==> config.mk <==
export PLATFORM = sky130hd
export DESIGN_NAME = multi_periodic_trigger_flat
export DESIGN_NICKNAME = d
export VERILOG_FILES = /design/src/rtl/multi_periodic_trigger_pkg.sv /design/src/rtl/multi_periodic_trigger_if.sv /design/src/rtl/multi_periodic_trigger_trig_channel.sv /design/src/rtl/multi_periodic_trigger.sv /design/src/flat_wrapper.sv
export SDC_FILE = /design/constraint.sdc
export NUM_CORES = 1
export LEC_CHECK = 0
export CAP_MARGIN = 40
export CELL_PAD_IN_SITES_DETAIL_PLACEMENT = 0
export CELL_PAD_IN_SITES_GLOBAL_PLACEMENT = 1
export CORE_MARGIN = 8
export CORE_UTILIZATION = 40
export CTS_BUF_LIST = sky130_fd_sc_hd__clkbuf_4
export CTS_CLUSTER_DIAMETER = 50
export DETAILED_ROUTE_END_ITERATION = 10
export DONT_BUFFER_PORTS = 1
export GPL_TIMING_DRIVEN = 0
export PLACE_DENSITY = 0.74
export SLEW_MARGIN = 20
export SYNTH_ARGS = -nofsm -noshare
export SYNTH_HDL_FRONTEND = slang
export SYNTH_SLANG_ARGS = --single-unit
export TNS_END_PERCENT = 100
==> constraint.sdc <==
create_clock -name clk -period 3.7 [get_ports clk]
set_input_delay 0.185 -clock clk [delete_from_list [all_inputs] [get_ports clk]]
set_output_delay 0.185 -clock clk [all_outputs]
set_load 0.01 [all_outputs]
==> src/rtl/multi_periodic_trigger_pkg.sv <==
// Shared constants and FSM encoding for the multi-channel periodic trigger.
package multi_periodic_trigger_pkg;

    localparam int unsigned DEF_NUM_CH = 2;
    localparam int unsigned DEF_INT_W  = 16;
    localparam int unsigned DEF_CNT_W  = 16;

    typedef enum logic [1:0] {
        ST_IDLE = 2'd0,
        ST_RUN  = 2'd1,
        ST_DONE = 2'd2
    } state_t;

endpackage

==> src/rtl/multi_periodic_trigger_if.sv <==
// Control/status bundle between a run controller and multi_periodic_trigger.
interface multi_periodic_trigger_if
    import multi_periodic_trigger_pkg::*;
#(
    parameter int unsigned NUM_CH = DEF_NUM_CH,
    parameter int unsigned INT_W  = DEF_INT_W,
    parameter int unsigned CNT_W  = DEF_CNT_W
) ();

    logic                              start;
    logic                              abort;
    logic [NUM_CH-1:0]                 ch_en;
    logic [NUM_CH-1:0][INT_W-1:0]      interval;
    logic [INT_W-1:0]                  window;
    logic [NUM_CH-1:0]                 trig;
    logic [NUM_CH-1:0][CNT_W-1:0]      trig_count;
    logic                              busy;
    logic                              done;
    logic                              aborted;

    modport master (
        output start, abort, ch_en, interval, window,
        input  trig, trig_count, busy, done, aborted
    );

    modport slave (
        input  start, abort, ch_en, interval, window,
        output trig, trig_count, busy, done, aborted
    );

endinterface

==> src/rtl/multi_periodic_trigger_trig_channel.sv <==
// One trigger channel: latched config, phase counter, pulse and saturating count.
module trig_channel
    import multi_periodic_trigger_pkg::*;
#(
    parameter int unsigned INT_W = DEF_INT_W,
    parameter int unsigned CNT_W = DEF_CNT_W
) (
    input  logic             clk,
    input  logic             rst_n,
    input  logic             load,
    input  logic             en,
    input  logic [INT_W-1:0] interval,
    input  logic             active,
    output logic             trig,
    output logic [CNT_W-1:0] count
);

    logic             en_q;
    logic [INT_W-1:0] ivl_q;
    logic [INT_W-1:0] phase;
    logic             phase_wrap;

    assign phase_wrap = (phase == ivl_q - INT_W'(1));

    // A zero interval never fires, so the phase counter value is irrelevant then.
    assign trig = active && en_q && (ivl_q != '0) && (phase == '0);

    always_ff @(posedge clk or negedge rst_n) begin
        if (!rst_n) begin
            en_q  <= 1'b0;
            ivl_q <= '0;
            phase <= '0;
            count <= '0;
        end else if (load) begin
            en_q  <= en;
            ivl_q <= interval;
            phase <= '0;
            count <= '0;
        end else if (active) begin
            phase <= phase_wrap ? '0 : phase + INT_W'(1);
            if (trig && (count != '1)) begin
                count <= count + CNT_W'(1);
            end
        end
    end

endmodule

==> src/rtl/multi_periodic_trigger.sv <==
// Run controller: window counter and IDLE/RUN/DONE FSM driving NUM_CH trigger channels.
module multi_periodic_trigger
    import multi_periodic_trigger_pkg::*;
#(
    parameter int unsigned NUM_CH = DEF_NUM_CH,
    parameter int unsigned INT_W  = DEF_INT_W,
    parameter int unsigned CNT_W  = DEF_CNT_W
) (
    input  logic                     clk,
    input  logic                     rst_n,
    multi_periodic_trigger_if.slave  bus
);

    state_t                      state;
    state_t                      state_nxt;
    logic [INT_W-1:0]            win_q;
    logic [INT_W-1:0]            k;
    logic                        aborted_q;
    logic                        accept;
    logic                        last;
    logic                        active;
    logic [NUM_CH-1:0]           trig_v;
    logic [NUM_CH-1:0][CNT_W-1:0] cnt_v;

    assign accept = (state == ST_IDLE) && bus.start;
    // A zero window still spends one RUN cycle, but never enables the channels.
    assign last   = (win_q == '0) || (k == win_q - INT_W'(1));
    assign active = (state == ST_RUN) && !bus.abort && (win_q != '0);

    always_comb begin
        state_nxt = state;
        case (state)
            ST_IDLE: if (bus.start) state_nxt = ST_RUN;
            ST_RUN:  if (last || bus.abort) state_nxt = ST_DONE;
            ST_DONE: state_nxt = ST_IDLE;
            default: state_nxt = ST_IDLE;
        endcase
    end

    always_ff @(posedge clk or negedge rst_n) begin
        if (!rst_n) begin
            state <= ST_IDLE;
        end else begin
            state <= state_nxt;
        end
    end

    always_ff @(posedge clk or negedge rst_n) begin
        if (!rst_n) begin
            win_q     <= '0;
            k         <= '0;
            aborted_q <= 1'b0;
        end else if (accept) begin
            win_q     <= bus.window;
            k         <= '0;
            aborted_q <= 1'b0;
        end else if (state == ST_RUN) begin
            k <= k + INT_W'(1);
            if (bus.abort) begin
                aborted_q <= 1'b1;
            end
        end
    end

    for (genvar i = 0; i < NUM_CH; i++) begin : g_ch
        trig_channel #(
            .INT_W (INT_W),
            .CNT_W (CNT_W)
        ) u_ch (
            .clk      (clk),
            .rst_n    (rst_n),
            .load     (accept),
            .en       (bus.ch_en[i]),
            .interval (bus.interval[i]),
            .active   (active),
            .trig     (trig_v[i]),
            .count    (cnt_v[i])
        );
    end

    assign bus.trig       = trig_v;
    assign bus.trig_count = cnt_v;
    assign bus.busy       = (state == ST_RUN);
    assign bus.done       = (state == ST_DONE);
    assign bus.aborted    = aborted_q;

endmodule

==> src/flat_wrapper.sv <==
// flat-port wrapper written by rule: the top's interface ports become plain ports
module multi_periodic_trigger_flat import multi_periodic_trigger_pkg::*;
#(
    parameter int unsigned NUM_CH = DEF_NUM_CH,
    parameter int unsigned INT_W  = DEF_INT_W,
    parameter int unsigned CNT_W  = DEF_CNT_W
)
  (clk, rst_n, bus_start, bus_abort, bus_ch_en, bus_interval, bus_window, bus_trig, bus_trig_count, bus_busy, bus_done, bus_aborted);
  multi_periodic_trigger_if #(.NUM_CH(NUM_CH), .INT_W(INT_W), .CNT_W(CNT_W)) bus_i ();
  input  logic clk;
  input  logic rst_n;
  input wire logic [$bits(bus_i.start)-1:0] bus_start;
  input wire logic [$bits(bus_i.abort)-1:0] bus_abort;
  input wire logic [$bits(bus_i.ch_en)-1:0] bus_ch_en;
  input wire logic [$bits(bus_i.interval)-1:0] bus_interval;
  input wire logic [$bits(bus_i.window)-1:0] bus_window;
  output wire logic [$bits(bus_i.trig)-1:0] bus_trig;
  output wire logic [$bits(bus_i.trig_count)-1:0] bus_trig_count;
  output wire logic [$bits(bus_i.busy)-1:0] bus_busy;
  output wire logic [$bits(bus_i.done)-1:0] bus_done;
  output wire logic [$bits(bus_i.aborted)-1:0] bus_aborted;
  assign bus_i.start = bus_start;
  assign bus_i.abort = bus_abort;
  assign bus_i.ch_en = bus_ch_en;
  assign bus_i.interval = bus_interval;
  assign bus_i.window = bus_window;
  assign bus_trig = bus_i.trig;
  assign bus_trig_count = bus_i.trig_count;
  assign bus_busy = bus_i.busy;
  assign bus_done = bus_i.done;
  assign bus_aborted = bus_i.aborted;
  multi_periodic_trigger #(.NUM_CH(NUM_CH), .INT_W(INT_W), .CNT_W(CNT_W)) u_core (.clk(clk), .rst_n(rst_n), .bus(bus_i));
endmodule
==> flow_metrics.tcl, run 1 <==
set metrics [dict create \
    post-route-drc-count 0 \
    endpoint "bus_trig[1]" \
    vias 6632 \
    die_x_um 156 \
    r2r-end "u_core.g_ch[0].u_ch.phase[15]" \
    wl_per_cell_um 16.9 \
    syn_area_um2 7850 \
    arrival_ns 3.23 \
    finalWirelength_um 21300 \
    grt_max_degree 134 \
    cts_tree "done" \
    async_flop_share 1.00 \
    r2r_start "u_core.g_ch[0].u_ch.ivl_q[0]" \
    ant_nets 0 \
    fillers 1933 \
    post-place-ws_ns 0.431 \
    yosysSeqAreaShare 0.424 \
    final_layout_size_suffix_gt1_frac 0.0613 \
    ctsRootBufferMaster "clkbuf_4" \
    first_global_vias 6471 \
    cp-start-kind "flip-flop" \
    yosys.area.top_type "dfrtp_1" \
    clkTransAtPathRegs_ns 0.12 \
    synth_cells 910 \
    grt_setup_unrepaired "false" \
    synth-edff-count 0 \
    critPathSlowestCell "dfrtp_1" \
    rows 51 \
    grtUsageMet3 0.0490 \
    grtUsageMet1 0.240 \
    dr.pass1.iters 5 \
    yosys_warnings 0 \
    pin_count 91 \
    timing.final.ws_setup_ns 0.283 \
    stdcell_area_um2 8980 \
    setup_viol_count_final 0 \
    final_core_util 0.465 \
    area_growth_pct 14.5 \
    worst-setup-path-type "flip-flop to output pin" \
    clock_path_buffers 2 \
    cp.required_ns 3.51 \
    worst_pin_slew_ns 0.755 \
    setup.reg_to_reg.worst_slack_ns 0.46 \
    grtUsageMet2 0.282 \
    cp_cell_sequence "inv_1, ha_1, nor3b_2, nand4_1, o41a_1, clkbuf_1, clkbuf_2, and2_1, buf_4" \
    htree_levels 4 \
    grt_antenna_before_repair 2 \
    max-vdd-ir-drop_v 0.000242 \
    synth_top_area_share 0.424 \
    ys_types 68 \
    ff2ff_path_depth 11 \
    final_hold_viol_count 0 \
    pwr_density_cell_nw_per_um2 601 \
    initialDrtViolationCount 387 \
    clock_skew_ns 0.0223 \
    tns_ns 0 \
    relSlewSlack 0.489 \
    p_leak_nw 3.72 \
    syn_nets 974 \
    slowest_delay_ns 0.45 \
    grt_overflow 0 \
    fmax_mhz 293 \
    min_period_ns 3.42 \
    status "completed" \
    synth_ff_type "dfrtp_1" \
    clk-insertion-delay-late_ns 0.56 \
    grt_use_total 0.180 \
    via_per_inst 5.26 \
    avgSynthCellArea_um2 8.62 \
    crit_path_start "u_core.win_q[0]" \
    dieArea_um2 24400 \
    worst-path-max-fanout 10 \
    fin_nets 1046 \
    place_congestion 0.867 \
    place_hpwl_um 15100 \
    post-cts-setup-buffer-count 0 \
    grt_pass1_wl_um 34700 \
    fin_crit_sh 0.924 \
    crit_path_end_kind "output pin" \
    initial_utilization 0.406 \
    die_h_um 156 \
    maxCapViolCount 0 \
    busiest_layer "met2" \
    yosys-top-cells-area "dfrtp_1 (42%), nand2_1 (8.7%), xnor2_1 (7.0%)" \
    io_buffer_count 0 \
    slew_viol_final 0 \
    clock_sink_count 133 \
    core-area_um2 19300 \
    min_path_type "primary input to flip-flop" \
    cts_made_buffers 17 \
    power_w 0.00540 \
    place_area_um2 8180 \
    synth.ff_latch_count 133 \
]
==> synth_stat cells, types with 3 or more instances <==
cell      instances
nor2_1           64
o31ai_1           5
buf_4             4
a31oi_1           8
a21oi_1          25
ha_1             10
and4_1            9
nand3_1          39
nor4_4            3
or3_1            18
o22ai_1           4
and3_1           10
clkbuf_1         37
nand2b_1          5
xnor2_1          63
nor3_1           40
o211ai_1          6
nor3b_1           6
xor2_1           38
o21ai_0          44
buf_1             4
and2_1            4
inv_1            23
mux2i_1          10
nand2_1         181
nor4bb_1          3
nor2b_1           8
buf_2             4
nand4_1          26
a211oi_1          5
or4_1             4
nor4_1           21
nor4b_1           5
dfrtp_1         133
==> logic make-up (layout without fill, tap and decap cells) <==
group | after synthesis | after routing | share of synthesized area
muxes | 12 | 12 | 0.0171
buffers and inverters | 72 | 157 | 0.0370
other | 0 | 2 | 0
DFF | 133 | 133 | 0.424
xor gates and xnor gates | 101 | 101 | 0.113
adders and majority gates | 10 | 10 | 0.0159
AOI/OAI and AO/OA | 121 | 121 | 0.0979
and+or+nand+nor | 461 | 461 | 0.295
==> registers in the layout, indices dropped and copies added, names as in the netlist <==
register                cells
u_core.g_ch.u_ch.count     32
u_core.g_ch.u_ch.ivl_q     32
u_core.g_ch.u_ch.phase     32
u_core.k                   16
u_core.win_q               16
u_core.g_ch.u_ch.en_q       2
u_core.state                2
u_core.bus.aborted          1
==> worst min-delay path by stage <==
stage	end	start	slack, ns	depth (start not counted)
6_report	u_core.g_ch[1].u_ch.phase[15]	bus_abort	0.06	4
5_1_grt	u_core.g_ch[1].u_ch.phase[15]	bus_abort	0.07	4
4_1_cts	u_core.g_ch[1].u_ch.phase[15]	bus_abort	0.02	4
3_5_place_dp	u_core.g_ch[0].u_ch.ivl_q[10]	rst_n	-0.11	0
3_3_place_gp	u_core.g_ch[0].u_ch.ivl_q[10]	rst_n	-0.10	0
2_1_floorplan	u_core.bus.aborted	rst_n	-0.11	0
==> routing by layer <==
layer  part of all wire  routed length (um)
met5                  0                   0
met4             0.0092                 197
met3              0.052                1110
met2               0.47               10000
met1               0.47               10000
==> metrics by stage <==
stage	std cells	hold slack, ns
after global placement	1175	-0.105
final	1262	0.0555
after floorplan	910	-0.111
after detailed placement	1175	-0.106
after global routing	1262	0.0743
after CTS	1260	0.0235
==> worst max-delay path, delay by kind of cell, from the launching register on <==
family                     cells  cell delay [ns]
buffers and inverters          4             0.81
and+or+nand+nor                3             0.79
DFF                            1             0.45
AOI/OAI and AO/OA              1             0.42
adders and majority gates      1             0.20
==> where the power goes <==
part | switching (W) | internal [W]
sequential | 0.000463 | 0.00177
combinational | 0.00136 | 0.000922
clock | 0.000609 | 0.000277
total | 0.00243 | 0.00297
==> area by class of cell <==
class	instances	area, um2	area share
multi-input combinational	705	4240	0.472
sequential	133	3330	0.371
timing repair buffer	53	548	0.0610
tap	265	332	0.0369
buffer	49	205	0.0228
clock buffer	18	135	0.0150
clock inverter	14	104	0.0116
inverter	23	86.3	0.00961
antenna	2	5.00	0.000557
==> cell usage in the layout (no fill, tap or decap), types with 4 or more instances in the layout <==
cell type,synthesis,routed
a211oi_1,5,5
a21oi_1,25,25
a31oi_1,8,8
and2_1,4,4
and3_1,10,10
and4_1,9,9
buf_1,4,4
buf_2,4,4
buf_4,4,4
clkbuf_1,37,36
clkbuf_4,0,18
clkinvlp_4,0,4
dfrtp_1,133,133
dlygate4sd3_1,0,52
ha_1,10,10
inv_1,23,23
inv_6,0,4
mux2i_1,10,10
nand2_1,181,181
nand2b_1,5,5
nand3_1,39,39
nand4_1,26,26
nor2_1,64,64
nor2b_1,8,8
nor3_1,40,40
nor3b_1,6,5
nor4_1,21,20
nor4b_1,5,5
o211ai_1,6,6
o21ai_0,44,44
o22ai_1,4,4
o31ai_1,5,5
or3_1,18,18
or4_1,4,4
xnor2_1,63,63
xor2_1,38,38
==> what timing repair did <==
item	in CTS	in global routing
setup endpoints to repair	1	1
endpoints found under the hold margin	184	0
hold buffers	53	0
cloned	0	0
resized for setup	1	3
No activity file was read; power rests on OpenSTA's default activity.
==> run 2: changes to the inputs <==
--- a/config.mk
+++ b/config.mk
@@ -9,13 +9,13 @@
 export CELL_PAD_IN_SITES_DETAIL_PLACEMENT = 0
 export CELL_PAD_IN_SITES_GLOBAL_PLACEMENT = 1
 export CORE_MARGIN = 8
-export CORE_UTILIZATION = 40
+export CORE_UTILIZATION = 45
 export CTS_BUF_LIST = sky130_fd_sc_hd__clkbuf_4
 export CTS_CLUSTER_DIAMETER = 50
 export DETAILED_ROUTE_END_ITERATION = 10
 export DONT_BUFFER_PORTS = 1
 export GPL_TIMING_DRIVEN = 0
-export PLACE_DENSITY = 0.74
+export PLACE_DENSITY = 0.81
 export SLEW_MARGIN = 20
 export SYNTH_ARGS = -nofsm -noshare
 export SYNTH_HDL_FRONTEND = slang
==> run 2 against run 1 <==
Combinational power about the same. Critical path type unchanged. Utilization up 6.0 points. Wire length down 1.8%. Final area up 0.22%. Power up 4.1%. Worst hold slack better by 0.0095 ns. Critical endpoint unchanged. Global-route usage up 1.5 points. Register-to-register slack better by 0.02 ns.
==> flow_metrics.tcl, run 2 (synthesis gave the netlist of run 1 again) <==
set metrics [dict create \
    status "completed" \
    min_period_ns 3.47 \
    clock_skew_ns 0.0296 \
    crit_path_start "u_core.win_q[0]" \
    critPathSlowestCell "dfrtp_1" \
    grt_setup_unrepaired "false" \
    dp.cells 1135 \
    power.switching_w 0.00240 \
    pwr_density_cell_nw_per_um2 624 \
    grt_antenna_before_repair 1 \
    dieArea_um2 21900 \
    clk-insertion-delay-late_ns 0.56 \
    final_core_util 0.524 \
    setup_viol_count_final 0 \
    switching_share 0.427 \
    cp_cell_sequence "inv_1, ha_1, nor3b_2, nand4_1, o41a_1, clkbuf_1, clkbuf_2, and2_1, buf_4" \
    cp.buffers_inverters 4 \
    cts_made_buffers 17 \
    wl_met2_um 9710 \
    clock_path_buffers 2 \
    p_leak_nw 3.76 \
    final_hold_viol_count 0 \
    fin_nets 1046 \
    fin_crit_sh 0.937 \
    dr.pass1.iters 5 \
    p_clk_frac 0.197 \
    clkTransAtPathRegs_ns 0.12 \
    initial_utilization 0.457 \
    max-vdd-ir-drop_v 0.000513 \
    relSlewSlack 0.417 \
    finalWirelength_um 21000 \
    post-route-drc-count 0 \
    wl_met1_um 9860 \
    reg_top3 "u_core.g_ch.u_ch.count (32), u_core.g_ch.u_ch.ivl_q (32), u_core.g_ch.u_ch.phase (32)" \
    initialDrtViolationCount 420 \
    cp.required_ns 3.51 \
    routed-wl-met3_um 1030 \
    p_int_w 0.00322 \
    place_hpwl_um 14900 \
    crit_path_end_kind "output pin" \
    clock_sink_count 133 \
    grt_overflow 0 \
    min_path_cells 4 \
    setup.reg_to_reg.worst_slack_ns 0.48 \
    wl_per_cell_um 17.2 \
    cp-start-kind "flip-flop" \
    arrival_ns 3.28 \
    slew_viol_final 0 \
    vias 6716 \
    slowest_delay_ns 0.45 \
    fmax_mhz 288 \
    final_layout_size_suffix_gt1_frac 0.0604 \
    place_congestion 0.824 \
    ff2ff_path_depth 11 \
    power_frac_seq 0.398 \
    fin_hold_ws_ns 0.0650 \
    worst-setup-path-type "flip-flop to output pin" \
    die_h_um 148 \
    comb_power_share 0.404 \
    highest_layer "met4" \
    post-cts-setup-buffer-count 0 \
    grt_pass1_wl_um 34200 \
    hp-start "bus_abort" \
    first_global_vias 6525 \
    die_x_um 148 \
    final_common_cell "nand2_1" \
    tns_ns 0 \
    worst-path-max-fanout 10 \
    final_cell_count_no_fill 1220 \
    grt_max_degree 134 \
    power_w 0.00562 \
    core-area_um2 17200 \
    rows 48 \
    cp_top_family "buffers and inverters" \
    ant_nets 0 \
    htree_levels 4 \
    hold_end "u_core.g_ch[1].u_ch.phase[3]" \
    cts_tree "done" \
    via_per_inst 5.50 \
    worst_pin_slew_ns 0.863 \
    area_growth_pct 14.7 \
    ctsRootBufferMaster "clkbuf_4" \
    io_buffer_count 0 \
    maxCapViolCount 0 \
    r2r-end "u_core.g_ch[0].u_ch.phase[15]" \
    pin_count 91 \
    layout_common_cells "nand2_1 (181), dfrtp_1 (133), nor2_1 (64)" \
    r2r_start "u_core.g_ch[0].u_ch.ivl_q[0]" \
    min_path_type "primary input to flip-flop" \
    grt_use_total 0.195 \
]
[run 2: cell count changes in the layout (fill, tap and decap cells not counted)]
| cell | previous run | this run |
|---|---|---|
| clkinv_2 | 1 | 3 |
| clkbuf_4 | 18 | 17 |
| clkinv_4 | 3 | 1 |
| inv_6 | 4 | 2 |
| diode_2 | 2 | 1 |
| bufinv_16 | 0 | 4 |
| clkinvlp_4 | 4 | 2 |
[run 2: stage by stage]
step	cell area (um2)	worst slack, ns
detailed placement	8130	0.399
global route	9000	0.0815
floorplan	7850	1.03
CTS	8990	0.114
global placement	8130	0.412
finish	9000	0.233
[run 2: final cells by class]
type	instances	area, um2
tap	225	282
sequential	133	3330
inverter	23	86.3
clock inverter	14	184
antenna	1	2.50
timing repair buffer	53	548
buffer	49	205
clock buffer	17	128
fill	1668	8180
multi-input combinational	705	4240
[run 2: worst min-delay path, cell delays in order]
cell and delay [ns]:
nor2_1 0.04, o41ai_2 0.12, nor4_4 0.08, nor3_1 0.14
[run 2: timing repair]
action,CTS,global route
hold endpoints to repair,184,0
resized for setup,1,3
hold buffers,53,0
setup endpoints to repair,1,1
[run 2: power by group through the flow]
stage                     Clock [W]  Sequential, W  Combinational [W]
after floorplan                   0        0.00212            0.00171
after global placement            0        0.00225            0.00215
after detailed placement          0        0.00226            0.00218
after CTS                   0.00114        0.00223            0.00228
after global routing        0.00119        0.00230            0.00254
final                       0.00111        0.00224            0.00227
[run 2: metal layers]
| metal | global-route usage | up-vias |
|---|---|---|
| li1 | - | 3330 |
| met1 | 0.259 | 3222 |
| met2 | 0.303 | 140 |
| met3 | 0.0477 | 24 |
| met4 | 0.0658 | 0 |
| met5 | 0 | - |
[run 2: worst max-delay path by stage]
stage	depth (start not counted)	end	slack, ns
2_1_floorplan	11	u_core.g_ch[0].u_ch.phase[10]	1.03
3_3_place_gp	10	u_core.g_ch[0].u_ch.phase[5]	0.41
3_5_place_dp	10	u_core.g_ch[0].u_ch.phase[5]	0.40
4_1_cts	9	bus_trig[1]	0.11
5_1_grt	9	bus_trig[1]	0.08
6_report	9	bus_trig[1]	0.23
